$ cat src/rtl/mem_arbiter.sv
// -----------------------------------------------------------------------------
// mem_arbiter
// Two-port arbiter and sequencer for the single shared memory of the
// multi-cycle CPU. Port "cpu" (fetch / LW / SW) normally has priority; port
// "io" (I/O / DMA) is guaranteed service after MAX_WAIT consecutive losses.
// Each accepted request runs ISSUE -> WAIT (MEM_LAT cycles) -> RESP and
// then returns to IDLE, where the next request is sampled.
//
// Ports
//   CLK, Reset                   clock; asynchronous active-high reset
//   cpu_req/we/addr/wdata        CPU request (level, held until ack)
//   cpu_gnt, cpu_ack             CPU grant / completion pulses
//   io_req/we/addr/wdata         I/O request (level, held until ack)
//   io_gnt, io_ack               I/O grant / completion pulses
//   rdata                        captured read data, valid with an ack
//   busy                         high in every non-IDLE state
//   mem_en, mem_we               memory strobe / write enable (ISSUE only)
//   mem_addr, mem_wdata          memory address / write data
//   mem_rdata                    memory read data, MEM_LAT cycles after mem_en
// -----------------------------------------------------------------------------
module mem_arbiter #(
   parameter int DATA_W   = 16,
   parameter int ADDR_W   = 16,
   parameter int MEM_LAT  = 1,
   parameter int MAX_WAIT = 4
) (
   input  logic              CLK,
   input  logic              Reset,
   input  logic              cpu_req,
   input  logic              cpu_we,
   input  logic [ADDR_W-1:0] cpu_addr,
   input  logic [DATA_W-1:0] cpu_wdata,
   output logic              cpu_gnt,
   output logic              cpu_ack,
   input  logic              io_req,
   input  logic              io_we,
   input  logic [ADDR_W-1:0] io_addr,
   input  logic [DATA_W-1:0] io_wdata,
   output logic              io_gnt,
   output logic              io_ack,
   output logic [DATA_W-1:0] rdata,
   output logic              busy,
   output logic              mem_en,
   output logic              mem_we,
   output logic [ADDR_W-1:0] mem_addr,
   output logic [DATA_W-1:0] mem_wdata,
   input  logic [DATA_W-1:0] mem_rdata
);

   localparam logic [1:0] ST_IDLE  = 2'd0;
   localparam logic [1:0] ST_ISSUE = 2'd1;
   localparam logic [1:0] ST_WAIT  = 2'd2;
   localparam logic [1:0] ST_RESP  = 2'd3;

   localparam logic [2:0] LAT_INIT  = 3'(MEM_LAT);
   localparam logic [3:0] STARV_MAX = 4'(MAX_WAIT);

   logic [1:0]        state_q,     state_d;
   logic [2:0]        lat_q,       lat_d;
   logic [3:0]        starv_q,     starv_d;
   logic              owner_q,     owner_d;     // 0 = CPU, 1 = I/O
   logic              we_q,        we_d;
   logic              cpu_gnt_q,   cpu_gnt_d;
   logic              io_gnt_q,    io_gnt_d;
   logic              cpu_ack_q,   cpu_ack_d;
   logic              io_ack_q,    io_ack_d;
   logic              busy_q,      busy_d;
   logic              mem_en_q,    mem_en_d;
   logic              mem_we_q,    mem_we_d;
   logic [ADDR_W-1:0] mem_addr_q,  mem_addr_d;
   logic [DATA_W-1:0] mem_wdata_q, mem_wdata_d;
   logic [DATA_W-1:0] rdata_q,     rdata_d;
   logic              pick_io_s;

   // Next-state, arbitration and registered-output computation
   always_comb begin
      state_d     = state_q;
      lat_d       = lat_q;
      starv_d     = starv_q;
      owner_d     = owner_q;
      we_d        = we_q;
      cpu_gnt_d   = 1'b0;
      io_gnt_d    = 1'b0;
      cpu_ack_d   = 1'b0;
      io_ack_d    = 1'b0;
      mem_en_d    = 1'b0;
      mem_we_d    = 1'b0;
      mem_addr_d  = mem_addr_q;
      mem_wdata_d = mem_wdata_q;
      rdata_d     = rdata_q;
      pick_io_s   = 1'b0;

      case (state_q)
         ST_IDLE: begin
            if (cpu_req || io_req) begin
               // CPU wins contention until I/O has lost MAX_WAIT times in a
               // row; the loss counter saturates there and any I/O win clears it.
               if (cpu_req && io_req) begin
                  if (starv_q < STARV_MAX) begin
                     pick_io_s = 1'b0;
                     starv_d   = starv_q + 4'd1;
                  end else begin
                     pick_io_s = 1'b1;
                     starv_d   = 4'd0;
                  end
               end else if (io_req) begin
                  pick_io_s = 1'b1;
                  starv_d   = 4'd0;
               end else begin
                  pick_io_s = 1'b0;
               end

               owner_d     = pick_io_s;
               we_d        = pick_io_s ? io_we    : cpu_we;
               mem_addr_d  = pick_io_s ? io_addr  : cpu_addr;
               mem_wdata_d = pick_io_s ? io_wdata : cpu_wdata;
               mem_en_d    = 1'b1;
               mem_we_d    = pick_io_s ? io_we    : cpu_we;
               cpu_gnt_d   = ~pick_io_s;
               io_gnt_d    = pick_io_s;
               state_d     = ST_ISSUE;
            end else begin
               state_d = ST_IDLE;
            end
         end

         ST_ISSUE: begin
            lat_d   = LAT_INIT;
            state_d = ST_WAIT;
         end

         ST_WAIT: begin
            // Last WAIT cycle: read data is valid now, so capture it together
            // with raising the ack for the RESP cycle.
            if (lat_q <= 3'd1) begin
               if (!we_q) begin
                  rdata_d = mem_rdata;
               end else begin
                  rdata_d = rdata_q;
               end
               cpu_ack_d = ~owner_q;
               io_ack_d  = owner_q;
               lat_d     = 3'd0;
               state_d   = ST_RESP;
            end else begin
               lat_d = lat_q - 3'd1;
            end
         end

         ST_RESP: begin
            state_d = ST_IDLE;
         end

         default: begin
            state_d = ST_IDLE;
         end
      endcase

      busy_d = (state_d != ST_IDLE);
   end

   // State and registered outputs, cleared asynchronously by Reset
   always_ff @(posedge CLK or posedge Reset) begin
      if (Reset) begin
         state_q     <= ST_IDLE;
         lat_q       <= 3'd0;
         starv_q     <= 4'd0;
         owner_q     <= 1'b0;
         we_q        <= 1'b0;
         cpu_gnt_q   <= 1'b0;
         io_gnt_q    <= 1'b0;
         cpu_ack_q   <= 1'b0;
         io_ack_q    <= 1'b0;
         busy_q      <= 1'b0;
         mem_en_q    <= 1'b0;
         mem_we_q    <= 1'b0;
         mem_addr_q  <= '0;
         mem_wdata_q <= '0;
         rdata_q     <= '0;
      end else begin
         state_q     <= state_d;
         lat_q       <= lat_d;
         starv_q     <= starv_d;
         owner_q     <= owner_d;
         we_q        <= we_d;
         cpu_gnt_q   <= cpu_gnt_d;
         io_gnt_q    <= io_gnt_d;
         cpu_ack_q   <= cpu_ack_d;
         io_ack_q    <= io_ack_d;
         busy_q      <= busy_d;
         mem_en_q    <= mem_en_d;
         mem_we_q    <= mem_we_d;
         mem_addr_q  <= mem_addr_d;
         mem_wdata_q <= mem_wdata_d;
         rdata_q     <= rdata_d;
      end
   end

   assign cpu_gnt   = cpu_gnt_q;
   assign io_gnt    = io_gnt_q;
   assign cpu_ack   = cpu_ack_q;
   assign io_ack    = io_ack_q;
   assign busy      = busy_q;
   assign mem_en    = mem_en_q;
   assign mem_we    = mem_we_q;
   assign mem_addr  = mem_addr_q;
   assign mem_wdata = mem_wdata_q;
   assign rdata     = rdata_q;

endmodule

$ cat config.mk
export PLATFORM = sky130hd
export DESIGN_NAME = mem_arbiter
export DESIGN_NICKNAME = d
export VERILOG_FILES = /design/src/rtl/mem_arbiter.sv
export SDC_FILE = /design/constraint.sdc
export NUM_CORES = 1
export LEC_CHECK = 0
export CORE_UTILIZATION = 41
export DETAILED_ROUTE_END_ITERATION = 7
export PLACE_DENSITY = 0.88
export SYNTH_ARGS = -nofsm -noshare
export SYNTH_HDL_FRONTEND = slang
export SYNTH_SLANG_ARGS = --single-unit
$ cat constraint.sdc
create_clock -name CLK -period 3.3 [get_ports CLK]
set_input_delay 0.99 -clock CLK [delete_from_list [all_inputs] [get_ports CLK]]
set_output_delay 0.99 -clock CLK [all_outputs]
set_load 0.02 [all_outputs]
Word level (Yosys, flattened, before mapping):

Cells that the tools add are included.

* add/sub/neg operators: 2
* equality and inequality tests: 3
* bitwise gates (word level): 3
* reduce and logical (&&, ||, !) cells: 9
* mux-type cells: 28
* order comparisons: 2

Operators with widths (number)
* $mux 16: 2
* $mux 1: 19
* $mux 4: 3
* $pmux 2 s4: 1
* $pmux 3 s2: 1
* $reduce_and 3->1: 2
* $reduce_bool 2->1: 3
* $add 4x1->4 const B: 1
* $eq 2x2->1 const B: 2
* $lt 4x3->1 const B: 1
* $le 3x1->1 const B: 1
* $mux 3: 1
* $not 1->1: 3
* $sub 3x1->3 const B: 1
* $eq 2x1->1 const B: 1
* $logic_not 2->1: 1
* $mux 2: 1
* $reduce_and 2->1: 1
* $logic_and 1x1->1: 1
* $logic_or 1x1->1: 1

* register bits after elaboration: 66

Depth between registers and ports, before layout:

Gate-level depths: netlist of the first run.

* depth after elaboration: 8
* depth in mapped cells: 8
* depth with buffers taken out: 6

Least setup slack after synthesis of the first run:

No wires, ideal clock.

* path kind: input -> register
* start: in io_req
* end: reg state_q[0]
* arrival time: 2042 ps
* stages: 5
* setup time: 143 ps
* buffers on the path: 3
* path slack: 1115 ps
* cell sequence: clkbuf_1 > o21ai_0 > clkbuf_1 > clkbuf_1 > o21ai_0

* longest elaborated chain between the ends: 3

Ends and longest elaborated chain
* start: declaration: line 35 `input logic io_req,`
* $logic_or 1x1->1: line 95 `if (cpu_req || io_req) begin`
* $mux 1: line 95
* $pmux 2 s4: line 93 `case (state_q)`
* net state_d[0]: line 58 `logic [1:0] state_q, state_d;`
* end signal: assignment: line 181 `state_q <= state_d;`
* end: declaration: line 58

The timed path passes the listed nets, and every way through them passes these cells.
A chain may end at the register's enable or synchronous reset.

Final worst setup path of the first run:

* start: in io_req
* end: reg mem_wdata_q[7] (netlist: mem_wdata[7])

* longest elaborated chain between the ends: 5
* elaborated cells on any way between the ends: 8
* classes of those cells: mux (5); reduce/logical (3)

Ends and longest elaborated chain
* $mux 1 / $logic_and 1x1->1 (equally long branches): line 106, 98
* $mux 1: line 98 `if (cpu_req && io_req) begin`
* $mux 1: line 95
* $mux 1: line 93
* $mux 16: line 116 `mem_wdata_d = pick_io_s ? io_wdata : cpu_wdata;`
* end signal: assignment: line 194 `mem_wdata_q <= mem_wdata_d;`
* end: declaration: line 71 `logic [DATA_W-1:0] mem_wdata_q, mem_wdata_d;`

Several ways; a longest one is shown, not always the timed one. The select of a mux whose other input is x is not followed.

==> results of run 1 <==
[synthesized netlist by cell type, types with 4 or more instances]
library cell / n / area share (%)
nor2_1: 5 / 0.63
inv_1: 6 / 0.75
mux2_4: 10 / 5.0
o21ai_0: 7 / 1.2
ha_1: 5 / 2.1
buf_1: 4 / 0.50
o211ai_1: 32 / 8.0
buf_2: 4 / 0.67
mux2_2: 6 / 2.3
clkbuf_1: 15 / 1.9
nand4_1: 32 / 6.7
dfrtp_1: 66 / 55
nand2_1: 69 / 8.7
[metal layers]
layer  share of wire (%)  wire length, microns
met3                 9.4                   822
met2                  50                  4380
met4                 2.4                   211
met5                   0                     0
met1                  38                  3330
[power by group through the flow]
| stage | Combinational, W | Clock, W | Sequential, W |
|---|---|---|---|
| floorplan | 0.000925 | 0 | 0.00177 |
| global placement | 0.00223 | 0 | 0.00138 |
| detailed placement | 0.00229 | 0 | 0.00141 |
| CTS | 0.00231 | 0.000638 | 0.00140 |
| global route | 0.00247 | 0.000677 | 0.00143 |
| finish | 0.00230 | 0.000620 | 0.00139 |
[cells by family (layout without fill, tap and decap cells)]
logic type	after synthesis	in the layout	synth area share, %
AOI/OAI and AO/OA	49	49	11.8
buffers and inverters	33	173	4.93
and+or+nand+nor	117	117	18.7
DFF	66	66	55.2
muxes	16	16	7.27
adders and majority gates	5	5	2.09
[state kept, by name, summed over array words and instances (netlist names)]
name,flops
mem_wdata,16
state_q,2
cpu_ack,1
io_ack,1
owner_q,1
we_q,1
mem_addr,16
starv_q,4
mem_we,1
busy,1
io_gnt,1
lat_q,3
rdata,16
cpu_gnt,1
mem_en,1
[critical path: cells and delay by family]
| kind | cells | cell delay, ps |
|---|---|---|
| AO/OA/AOI/OAI | 2 | 320 |
| AND/OR/NAND/NOR | 1 | 90 |
| buffers and inverters | 4 | 1170 |
[through the flow]
step                      instances  total power [W]  hold slack, ps  util [%]
after floorplan                 286          0.00269             423         -
after CTS                       522          0.00434             497      67.7
after global placement          508          0.00361             465      65.2
after detailed placement        508          0.00370             485      65.2
final                           522          0.00431             496      67.7
after global routing            522          0.00458             515      67.7
[final cells by class]
class | count | area [sq um]
inverter | 8 | 30.0
fill | 525 | 2230
tap | 96 | 120
multi-input combinational | 187 | 1200
sequential | 66 | 1650
clock buffer | 10 | 128
timing repair buffer | 151 | 1500
clock inverter | 4 | 45.0
[path summary, 6_finish.rpt]
kind	start	to	slack (ps)	depth (start not counted)
hold / removal	mem_addr[6]	mem_addr[6]	500	2
setup reg to reg	state_q[0]	mem_wdata[10]	1160	8
max in group asynchronous	Reset	mem_wdata[15]	1620	3
hold reg to reg	mem_addr[6]	mem_addr[6]	500	2
min in group asynchronous	Reset	rdata[11]	1060	2
setup / recovery	io_req	mem_wdata[7]	890	7
==> results.toml, run 1 <==
[global_route]
antenna_found_initial = 0
globalRouteMet3Util_pct = 7.58
grt_pass1_vias = 2826
met2_usage_pct = 41.9
track_usage_pct = 24.1
gr-total-overflow = 0
top_usage_layer = "met2"
grt_util_met1_pct = 27.0
grt_pass1_wl_microns = 13700
grt_start_max_net_pins = 41

[sta]
min_period_ps = 2410
rsz0062_at_grt = "no"
setup_slack_ps = 889
hold_viol = 0
finalCritPeriodShare_pct = 73.1
tns_ps = 0
clock_skew_ps = 8.46
fmax_ghz = 0.415
finalMaxSlewViolations = 0
relSlewSlack_pct = 46.3
worstMarginPinSlew_ps = 805
setup_viol = 0

[setup_path]
crit_path_frequent_cell = "buf_4"
critPathMaxFanout = 18
worstSetupPathType = "input port to flop"
crit_arrival_ps = 2600
cp_slowest_cell = "clkdlybuf4s50_1"
required_ps = 3490
path_cells = "clkdlybuf4s50_1, o21ai_4, buf_4, clkinv_1, buf_4, nand2_1, o211ai_1"
cp-end-kind = "flop"
max_stage_delay_ps = 630
start_kind = "input port"

[clock_network]
cts_resized = 0
cts_setup_buffers = 0
htree_levels = 3
root_buffer = "clkbuf_8"
cts_tree = "yes"
cts.sink_count = 66
numCtsBuffers = 9
cts_buffer_depth = 2
clk_pin_slew_worst_paths_ps = 70
clock_latency_ps = 330
cts_hold_buf = 0

[logic_synthesis]
synth_edf_count = 0
synth_seq_area_share_pct = 55.2
ys_ff_latch = 66
ys_async_sr_fraction_pct = 100
syn_nets = 377
syn-instance-count = 286
synthFlopType = "dfrtp_1"
syn-cell-area_sq_um = 2990
syn_area_per_cell_sq_um = 10.5
ys_types = 35
ys.warnings.count = 0

[power_and_ir_drop]
leakage_nw = 1.97
powerDensity_nw_per_um2 = 922
comb_power_share_pct = 53.3
p_switching_w = 0.00167
clockPowerShare_pct = 14.4
internal_power_w = 0.00264
switching_share_pct = 38.8
seqPwrFrac_pct = 32.3
ir_drop_mv = 0.386

[detailed_routing]
routedWlPerCell_microns = 16.8
viasPerCell = 5.36
vias = 2799
routed_wl_microns = 8750
dr.pass1.iters = 5
drtIter0Drc = 124
drc = 0
antenna_left = 0

[cells_and_area]
diodes = 0
layout_commonest_cell = "clkdlybuf4s50_1"
layout-drive-gt1-share_pct = 10.3
design_area_sq_um = 4680
syn_to_final_growth_pct = 56.2
nets = 514
mostFrequentLayoutCells = "140 x clkdlybuf4s50_1, 69 x nand2_1, 66 x dfrtp_1"

[floorplan]
ios = 141
dieArea_sq_um = 7650
die_w_microns = 87.4
initial_utilization_pct = 43.3
rows = 30
die_h_microns = 87.4
coreArea_sq_um = 6910

[placement]
gp_routability_congestion = 0.793
port_buffers = 140
postPlaceCellArea_sq_um = 4500
detailed_place_hpwl_microns = 6450
place_ws_ps = 591

[flow_run]
maxCapViolCount = 0

[run_status]
status = "finished, final reports clean"

[min_path]
hold_class = "flop to flop"
Note: power is estimated with default switching activity, not from simulation.
==> inputs of run 2 (changes only) <==
- CORE_UTILIZATION: 41 -> 37
- PLACE_DENSITY: 0.88 -> 0.84
- clock period: 3.3 -> 2 ns (I/O delays scaled with it)
==> run 2 against run 1 <==
Against the previous run:
- sequential share of layout area shrank 0.85 points
- worst hold slack worse by 14 ps
- die area grew 11%
- worst setup slack lost 820 ps
- register-to-register slack got worse by 1000 ps
- cell area rose by 2.5%
- global-route usage fell by 3.2 points
- cell count grew 2.7%
- total power is 71% higher
- via count fell by 1.2%
==> results.toml, run 2 (synthesis gave the netlist of run 1 again) <==
[run_status]
status = "finished, final reports clean"

[setup_path]
required_ps = 1400
cp-end-kind = "output pin"
cp_slowest_cell = "clkdlybuf4s50_1"
max_stage_delay_ps = 620
path_cells = "clkdlybuf4s50_1"
r2r_setup_slack_ps = 130
worstSetupPathType = "flop to output pin"
crit_start = "mem_wdata[0]"
critPathMaxFanout = 2
endpoint = "mem_wdata[0]"
start_kind = "flop"
r2r-end = "rdata[1]"
worst-path-stages = 1
path_delay_family = "buffers and inverters"
r2r-start = "lat_q[1]"
path_buf_inv = 1
crit_arrival_ps = 1330
ff2ff_path_depth = 5

[floorplan]
coreArea_sq_um = 7770
die_h_microns = 91.9
die_w_microns = 91.9
initial_utilization_pct = 38.5
rows = 32
dieArea_sq_um = 8450
ios = 141

[global_route]
track_usage_pct = 20.9
antenna_found_initial = 0
gr-total-overflow = 0
grt_start_max_net_pins = 67
grt_pass1_wl_microns = 13700
grt_pass1_vias = 2844

[detailed_routing]
dr.pass1.iters = 4
routedWlPerCell_microns = 15.8
antenna_left = 0
vias = 2766
routed_wl_microns = 8440
drtIter0Drc = 118
viasPerCell = 5.16
drc = 0

[sta]
finalMaxSlewViolations = 0
clock_skew_ps = 6.79
min_period_ps = 1930
setup_slack_ps = 65.0
relSlewSlack_pct = 75.3
fmax_ghz = 0.517
setup_viol = 0
finalCritPeriodShare_pct = 96.7
tns_ps = 0
hold_viol = 0
worstMarginPinSlew_ps = 371
rsz0062_at_grt = "no"

[clock_network]
cts.sink_count = 66
root_buffer = "clkbuf_8"
clk_pin_slew_worst_paths_ps = 70
cts_buffer_depth = 2
cts_setup_buffers = 0
numCtsBuffers = 9
cts_resized = 0
htree_levels = 3
cts_tree = "yes"
clock_latency_ps = 330
cts_hold_buf = 0

[min_path]
hold_class = "flop to flop"

[power_and_ir_drop]
total_power_w = 0.00736
leakage_nw = 2.01
powerDensity_nw_per_um2 = 1540
ir_drop_mv = 0.665

[cells_and_area]
diodes = 0
instances_no_fill = 536
mostFrequentLayoutCells = "140 x clkdlybuf4s50_1, 69 x nand2_1, 66 x dfrtp_1"
layout-drive-gt1-share_pct = 12.0
syn_to_final_growth_pct = 60.1
layout_commonest_cell = "clkdlybuf4s50_1"
nets = 520

[placement]
dp_cells = 520
gp_routability_congestion = 0.763
place_ws_ps = -206
port_buffers = 140
detailed_place_hpwl_microns = 6160

[flow_run]
maxCapViolCount = 0
==> run 2: cell count changes in the layout (fill, tap and decap cells not counted) <==
cell,delta
inv_2,-1
buf_12,+1
clkinv_4,+1
buf_4,+5
clkinvlp_4,+4
clkinv_2,-3
bufinv_16,+1
==> run 2: report_power, final <==
part	switching (W)	total [W]	internal [W]
sequential	0.000345	0.00230	0.00195
combinational	0.00196	0.00385	0.00189
clock	0.000516	0.00122	0.000704
total	0.00282	0.00736	0.00455
==> run 2: layout make-up <==
class,instances,area (sq um)
clock inverter,6,91.3
timing repair buffer,157,1550
inverter,8,33.8
fill,633,2980
multi-input combinational,187,1200
sequential,66,1650
clock buffer,10,128
tap,102,128
==> run 2: how the worst min path moves through the flow <==
stage	from	endpoint	slack, ps	cells after the start
after floorplan	owner_q	cpu_ack	420	1
final	owner_q	cpu_ack	480	1
after global routing	owner_q	cpu_ack	480	1
after global placement	owner_q	cpu_ack	460	1
after detailed placement	owner_q	cpu_ack	460	1
after CTS	owner_q	cpu_ack	470	1
==> run 2: metal layers <==
metal / track usage [%] / part of all wire [%]
met5: 0 / 0
met3: 4.89 / 8.0
met2: 35.6 / 49
met1: 26.0 / 41
met4: 7.16 / 1.4
==> run 2: metrics by stage <==
stage                     instance area, sq um  utilization, %  hold slack [ps]
after floorplan                           3000               -              423
after global placement                    4570            58.9              460
after detailed placement                  4570            58.9              463
after CTS                                 4790            61.7              469
after global routing                      4790            61.7              481
final                                     4790            61.7              482
